## config.mk

```make
export PLATFORM = sky130hd
export DESIGN_NAME = regfile_scoreboard_module
export DESIGN_NICKNAME = d
export VERILOG_FILES = /design/src/rtl/regfile_pkg.sv /design/src/rtl/regfile_busy_tracker.sv /design/src/rtl/regfile_scoreboard_module.sv
export SDC_FILE = /design/constraint.sdc
export NUM_CORES = 2
export LEC_CHECK = 0
export ABC_CLOCK_PERIOD_IN_PS = 36300
export CORE_MARGIN = 4
export CORE_UTILIZATION = 44
export CTS_CLUSTER_SIZE = 8
export DETAILED_ROUTE_END_ITERATION = 8
export GPL_ROUTABILITY_DRIVEN = 0
export PLACE_DENSITY = 0.68
export SLEW_MARGIN = 15
export SYNTH_ARGS = -nofsm -noshare
export SYNTH_HDL_FRONTEND = slang
export SYNTH_HIERARCHICAL = 1
export SYNTH_SLANG_ARGS = --single-unit
```

## constraint.sdc

```tcl
create_clock -name clk -period 36.3 [get_ports clk]
set_clock_uncertainty 0.15 [all_clocks]
set_input_delay 5.445 -clock clk [delete_from_list [all_inputs] [get_ports clk]]
set_output_delay 5.445 -clock clk [all_outputs]
set_load 0.03 [all_outputs]
```

## src/rtl/regfile_pkg.sv

```systemverilog
// rtl/regfile_pkg.sv - shared constants and types for the integer register file
//
// Purpose: default sizing, the hardwired-zero register index, and data/address
// typedefs for the default configuration.
// Ports: none (package).
package regfile_pkg;

    localparam int XLEN_DEFAULT  = 32;
    localparam int NREGS_DEFAULT = 32;
    localparam int ZERO_REG      = 0;

    typedef logic [XLEN_DEFAULT-1:0]           xlen_t;
    typedef logic [$clog2(NREGS_DEFAULT)-1:0]  regaddr_t;

endpackage

```

## src/rtl/regfile_busy_tracker.sv

```systemverilog
// rtl/regfile_busy_tracker.sv - per-register pending-write scoreboard
//
// Purpose: holds one busy bit per architectural register. Issue sets a bit,
// writeback clears it; when both hit the same register in one cycle the issue
// wins, because it names a newer producer than the one being written back.
// Ports:
//   clk, reset           clock, asynchronous active-high reset
//   set_valid, set_addr  issue of a destination register
//   clr_valid, clr_addr  writeback of a register
//   busy                 current busy vector (bit 0 always 0)
//   any_busy             OR of all busy bits
module regfile_busy_tracker
    import regfile_pkg::*;
#(
    parameter int NREGS = NREGS_DEFAULT,
    parameter int AW    = $clog2(NREGS)
) (
    input  logic             clk,
    input  logic             reset,
    input  logic             set_valid,
    input  logic [AW-1:0]    set_addr,
    input  logic             clr_valid,
    input  logic [AW-1:0]    clr_addr,
    output logic [NREGS-1:0] busy,
    output logic             any_busy
);

    logic [NREGS-1:0] busy_q;
    logic [NREGS-1:0] busy_d;

    always_comb begin
        busy_d = busy_q;
        // Clear first so a same-register set overrides it.
        if (clr_valid && (clr_addr != AW'(ZERO_REG))) begin
            busy_d[clr_addr] = 1'b0;
        end
        if (set_valid && (set_addr != AW'(ZERO_REG))) begin
            busy_d[set_addr] = 1'b1;
        end
        busy_d[ZERO_REG] = 1'b0;
    end

    always_ff @(posedge clk or posedge reset) begin
        if (reset) begin
            busy_q <= '0;
        end else begin
            busy_q <= busy_d;
        end
    end

    assign busy     = busy_q;
    assign any_busy = |busy_q;

endmodule

```

## src/rtl/regfile_scoreboard_module.sv

```systemverilog
// rtl/regfile_scoreboard_module.sv - RV32 integer register file with busy scoreboard
//
// Purpose: NREAD combinational read ports, one synchronous write port, x0
// hardwired to zero, plus a per-register busy scoreboard.
// Optional feature macro: REGFILE_BYPASS_EN (write-to-read forwarding).
// Ports:
//   clk, reset     clock, asynchronous active-high reset
//   rd_addr        packed read addresses, port i at [i*AW +: AW]
//   rd_data        packed read data, port i at [i*XLEN +: XLEN]
//   rd_busy        busy bit of each addressed register
//   we, wr_addr, wr_data             writeback port
//   issue_valid, issue_rd            destination being issued
//   any_busy       OR of all busy bits
module regfile_scoreboard_module
    import regfile_pkg::*;
#(
    parameter int XLEN  = XLEN_DEFAULT,
    parameter int NREGS = NREGS_DEFAULT,
    parameter int NREAD = 2,
    parameter int AW    = $clog2(NREGS)
) (
    input  logic                  clk,
    input  logic                  reset,
    input  logic [NREAD*AW-1:0]   rd_addr,
    output logic [NREAD*XLEN-1:0] rd_data,
    output logic [NREAD-1:0]      rd_busy,
    input  logic                  we,
    input  logic [AW-1:0]         wr_addr,
    input  logic [XLEN-1:0]       wr_data,
    input  logic                  issue_valid,
    input  logic [AW-1:0]         issue_rd,
    output logic                  any_busy
);

    logic [XLEN-1:0]  regs_q [NREGS];
    logic [XLEN-1:0]  regs_d [NREGS];
    logic [NREGS-1:0] busy_vec;
    logic             wr_hit;

    assign wr_hit = we && (wr_addr != AW'(ZERO_REG));

    always_comb begin
        regs_d = regs_q;
        if (wr_hit) begin
            regs_d[wr_addr] = wr_data;
        end
        // Keeping x0 stored as zero lets the read mux skip an address compare.
        regs_d[ZERO_REG] = '0;
    end

    always_ff @(posedge clk or posedge reset) begin
        if (reset) begin
            for (int r = 0; r < NREGS; r++) begin
                regs_q[r] <= '0;
            end
        end else begin
            regs_q <= regs_d;
        end
    end

    regfile_busy_tracker #(
        .NREGS (NREGS),
        .AW    (AW)
    ) u_busy (
        .clk       (clk),
        .reset     (reset),
        .set_valid (issue_valid),
        .set_addr  (issue_rd),
        .clr_valid (we),
        .clr_addr  (wr_addr),
        .busy      (busy_vec),
        .any_busy  (any_busy)
    );

    for (genvar g = 0; g < NREAD; g++) begin : g_rd
        logic [AW-1:0] addr;
        assign addr = rd_addr[g*AW +: AW];
`ifdef REGFILE_BYPASS_EN
        logic fwd;
        assign fwd = wr_hit && (addr == wr_addr);
        assign rd_data[g*XLEN +: XLEN] = fwd ? wr_data : regs_q[addr];
        // A same-cycle issue to the written register leaves it busy after the edge.
        assign rd_busy[g] = fwd ? (issue_valid && (issue_rd == wr_addr)) : busy_vec[addr];
`else
        assign rd_data[g*XLEN +: XLEN] = regs_q[addr];
        assign rd_busy[g]              = busy_vec[addr];
`endif
    end

endmodule

```

== Word-level counts from Yosys, hierarchy flattened ==
Cells that the tools add are included.

* Magnitude comparators: 10
* Mux-type cells: 19
* Bitwise gates (word level): 6
* Reductions and logical operators: 8

{| class="wikitable"
|+ Operators with widths
! operator !! number
|-
| $bwmux W1024 || 1
|-
| $bmux W32 S5 || 2
|-
| $mux W32 || 7
|-
| $demux W32 S5 || 1
|-
| $and A32 B32 Y32 || 1
|-
| $not A32 Y32 || 1
|-
| $or A32 B32 Y32 || 1
|-
| $reduce_or A31 Y1 || 1
|-
| $lt A5 B6 Y1 const B || 4
|-
| $ge A6 B6 Y1 const B || 3
|-
| $not A5 Y6 || 3
|-
| $bmux W1 S5 || 2
|-
| $demux W1 S5 || 2
|-
| $ge A5 B1 Y1 const B || 2
|-
| $reduce_bool A5 Y1 || 2
|-
| $lt A6 B1 Y1 const B || 1
|-
| $logic_and A1 B1 Y1 || 5
|-
| $mux W1 || 4
|}

* Bits in registers: 1023
* Input port bits: 56

== Logic depth before layout (Yosys ltp) ==
* Depth in word-level cells: 9
* Depth in mapped cells: 9
* Gate-level depth less buffers: 4

== By module ==
The synthesis kept the hierarchy.

{| class="wikitable"
|+ Modules (own cells, without submodules)
! module !! times used !! cells an instance !! area an instance (sq um)
|-
| regfile_scoreboard_module || 1 || 3658 || 53431.2
|-
| regfile_busy_tracker || 1 || 136 || 1361.3
|}

== Least setup slack after synthesis ==
OpenSTA, ideal clock, no wires.

* Path kind: input port to output port
* From: in rd_addr[5]
* To: out rd_data[32]
* Arrival: 7.443 ns
* Setup slack: 23.262 ns
* Stages: 8
* Path buffers: 5
* Path through: buf_2 -> buf_2 -> buf_4 -> buf_4 -> buf_1 -> a22o_1 -> a211oi_1 -> o31ai_1

* Cells in the longest elaborated chain, start to end: 4

{| class="wikitable"
|+ RTL lines
! item !! line !! RTL
|-
| start, declared || regfile_scoreboard_module.sv:24 || <nowiki>input logic [NREAD*AW-1:0] rd_addr,</nowiki>
|-
| $not A5 Y6 (implied by the code) || regfile_scoreboard_module.sv:85 || <nowiki>assign rd_data[g*XLEN +: XLEN] = regs_q[addr];</nowiki>
|-
| $bmux W32 S5 || regfile_scoreboard_module.sv:85 ||
|-
| $mux W32 (implied by the code) (2 in a row) || regfile_scoreboard_module.sv:85 ||
|-
| end, declared || regfile_scoreboard_module.sv:25 || <nowiki>output logic [NREAD*XLEN-1:0] rd_data,</nowiki>
|}

Every way passes these cells. The select of a mux whose other input is x is not followed.

== Worst setup path after layout ==
* From: in rd_addr[0]
* To: out rd_data[28]

The elaborated chain is that of the path after synthesis.

==> results_dict.tcl <==
set metrics [dict create \
    timing.fmax_mhz 63.7 \
    ant_nets 0 \
    finalCritPeriodShare 0.433 \
    vias_per_cell 6.78 \
    max-slew-margin-rel 0.200 \
    row_count 129 \
    min_to "regs_q[549]$_DFFE_PP0P_" \
    peakVddDrop_uv 47.3 \
    final_util 0.495 \
    start_util 0.443 \
    path_clk_slew_ns 0.04 \
    worst_r2r_startpoint "regs_q[555]$_DFFE_PP0P_" \
    syn_area_sq_um 54800 \
    worst_ep_required_time_ns 30.70 \
    grt_pass1_vias 37300 \
    die_w_um 361 \
    synth_fp_nets 3850 \
    async_flop_share 1.00 \
    grt_max_degree 163 \
    post_cts_resized 0 \
    crit_fanout 83 \
    power_leakage_nw 26.1 \
    cp-start-kind "input port" \
    ff2ff_setup_slack_ns 35.33 \
    antenna_found_initial 7 \
    dp_hpwl_um 98400 \
    postCtsSetupBuffers 0 \
    grt_usage 0.271 \
    yosysUniqueCellTypes 38 \
    io_pins 123 \
    reg2reg_to "regs_q[555]$_DFFE_PP0P_" \
    area_delta_synth_final_pct 11.7 \
    synth-edff-count 0 \
    worst_path_max_delay_cell "buf_4" \
    p_per_area_nw_per_um2 57.3 \
    die_y_um 361 \
    crit_chain "buf_8 > buf_4 > buf_4 > mux4_2 > nand2_1 > and3_1 > o31ai_1 > clkdlybuf4s50_1" \
    yosys_warnings 6 \
    cts_tree "built" \
    htree_levels 4 \
    slew_violations 0 \
    wl_per_cell_um 33.2 \
    hold-path-cell-count 1 \
    setup_tns_ns 0 \
    cpMostUsedCell "buf_4" \
    syn-instance-count 3794 \
    final_cell_mix "mux2_2 (1058), dfrtp_1 (1023), mux4_2 (404), a22o_1 (192), mux2i_1 (160)" \
    crit_type "input port to output pin" \
    synth-seq-area-share 0.467 \
    synth-main-ff-cell "dfrtp_1" \
    hp-start "regs_q[549]$_DFFE_PP0P_" \
    grt_setup_unrepaired "false" \
    drt_pass1_iterations 6 \
    grt_pass1_wl_um 262000 \
    core_area_sq_um 124000 \
    fin_nets 3795 \
    final_common_cell "mux2_2" \
    ys_ff_latch 1023 \
    dieArea_sq_um 130000 \
    cts_num_sinks 1023 \
    slowest_delay_ns 0.91 \
    grt-ovfl-total 0 \
    holdBufCountCts 0 \
    critPathLaunch "rd_addr[0]" \
    drive_gt1_frac 0.471 \
    fill_cells 10400 \
    cts_buffers 146 \
    setup_viol 0 \
    clkLatencyLatePin_ns 0.73 \
    synth.avg_cell_area_sq_um 14.4 \
    run_status "finished, final reports clean" \
    drt_iter0_markers 3891 \
    num_vias 36600 \
    critPathArrivalTime_ns 10.11 \
    endpoint_kind "output pin" \
    hold_viol_final 0 \
    hold_class "register to register" \
    worstMarginPinSlew_ns 1.19 \
    drv_cap 0 \
    root_buffer "clkbuf_16" \
    finalCriticalPeriod_ns 15.71 \
    drcViolationCount 0 \
    wirelength_um 179000 \
    io_buffers 122 \
    r2r_cells 1 \
    clock_path_buffers 3 \
]
[flip-flops by register name, indices dropped and copies added, names as in the netlist]
signal and count:
regs_q 992, u_busy/busy 31
[worst max path at each step]
stage	slack (ns)	depth (start not counted)	end
after floorplan	2.80	1	regs_q[0]$_DFFE_PP0P_
after global placement	20.49	8	rd_data[22]
after detailed placement	20.55	8	rd_data[22]
after CTS	20.53	8	rd_data[28]
after global routing	20.24	8	rd_data[28]
final	20.59	8	rd_data[28]
[stage by stage]
step                worst slack, ns  cells  hold slack [ns]  total power, W  cell area [sq um]
finish                        20.59   5397            0.369         0.00351              61200
floorplan                      2.80   3794            0.341         0.00207              54800
CTS                           20.53   5391            0.370         0.00351              61200
detailed placement            20.55   5227            0.359         0.00229              57300
global placement              20.49   5227            0.350         0.00226              57300
global route                  20.24   5393            0.381         0.00364              61200
[routing by layer]
layer	vias up	part of all wire	GRT usage
met2	1876	0.47	0.426
met3	387	0.090	0.0648
li1	14500	-	-
met4	2	0.038	0.101
met1	19800	0.40	0.369
met5	-	0.000073	0
[logic make-up (layout without fill, tap and decap cells)]
logic type      count (synthesis)  in the layout  synth area share
simple gates                  230            230            0.0220
compound gates                510            510            0.0670
other cells                     1              6         0.0000684
buf+inv                       408            369            0.0309
mux                          1622           1622             0.413
flops                        1023           1023             0.467
[critical path: cells and delay by family]
family / cells / cell delay [ns]
buffers and inverters: 4 / 3.25
AOI/OAI and AO/OA: 1 / 0.53
muxes: 1 / 0.38
and+or+nand+nor: 2 / 0.27
[synthesized netlist by cell type, types with 6 or more instances]
| cell | number | area [sq um] |
|---|---|---|
| dfrtp_1 | 1023 | 25600 |
| and2_1 | 34 | 213 |
| mux2_2 | 1058 | 11900 |
| nand3_1 | 9 | 45.0 |
| clkbuf_1 | 240 | 901 |
| nor2b_1 | 9 | 56.3 |
| o21ai_0 | 124 | 621 |
| mux2i_1 | 160 | 1600 |
| nand2_1 | 85 | 319 |
| buf_2 | 88 | 440 |
| nor2_1 | 20 | 75.1 |
| a22o_1 | 192 | 1680 |
| o31ai_1 | 64 | 480 |
| buf_4 | 14 | 105 |
| nor4_1 | 6 | 37.5 |
| nand3b_1 | 9 | 67.6 |
| and3_1 | 33 | 206 |
| buf_1 | 62 | 233 |
| a211oi_1 | 64 | 480 |
| o22ai_1 | 64 | 400 |
| mux4_2 | 404 | 9100 |
[power by group]
group          leakage, nW  internal [W]  total (W)  switching (W)
registers             13.1       0.00137    0.00154       0.000174
clock network         1.93      0.000731    0.00122       0.000494
logic                 11.1      0.000428   0.000740       0.000312
total                 26.1       0.00253    0.00351       0.000980
[cell type report]
type                            count  area (sq um)  area share
Inverter                            4          23.8    0.000388
Timing Repair Buffer              201          1870      0.0305
Antenna cell                        5          12.5    0.000204
Clock inverter                     10           143     0.00233
Clock buffer                      154          3790      0.0619
Sequential cell                  1023         25600       0.418
Multi-Input combinational cell   2363         27700       0.453
Tap cell                         1637          2050      0.0335
Power figures use the tool's default switching activity.
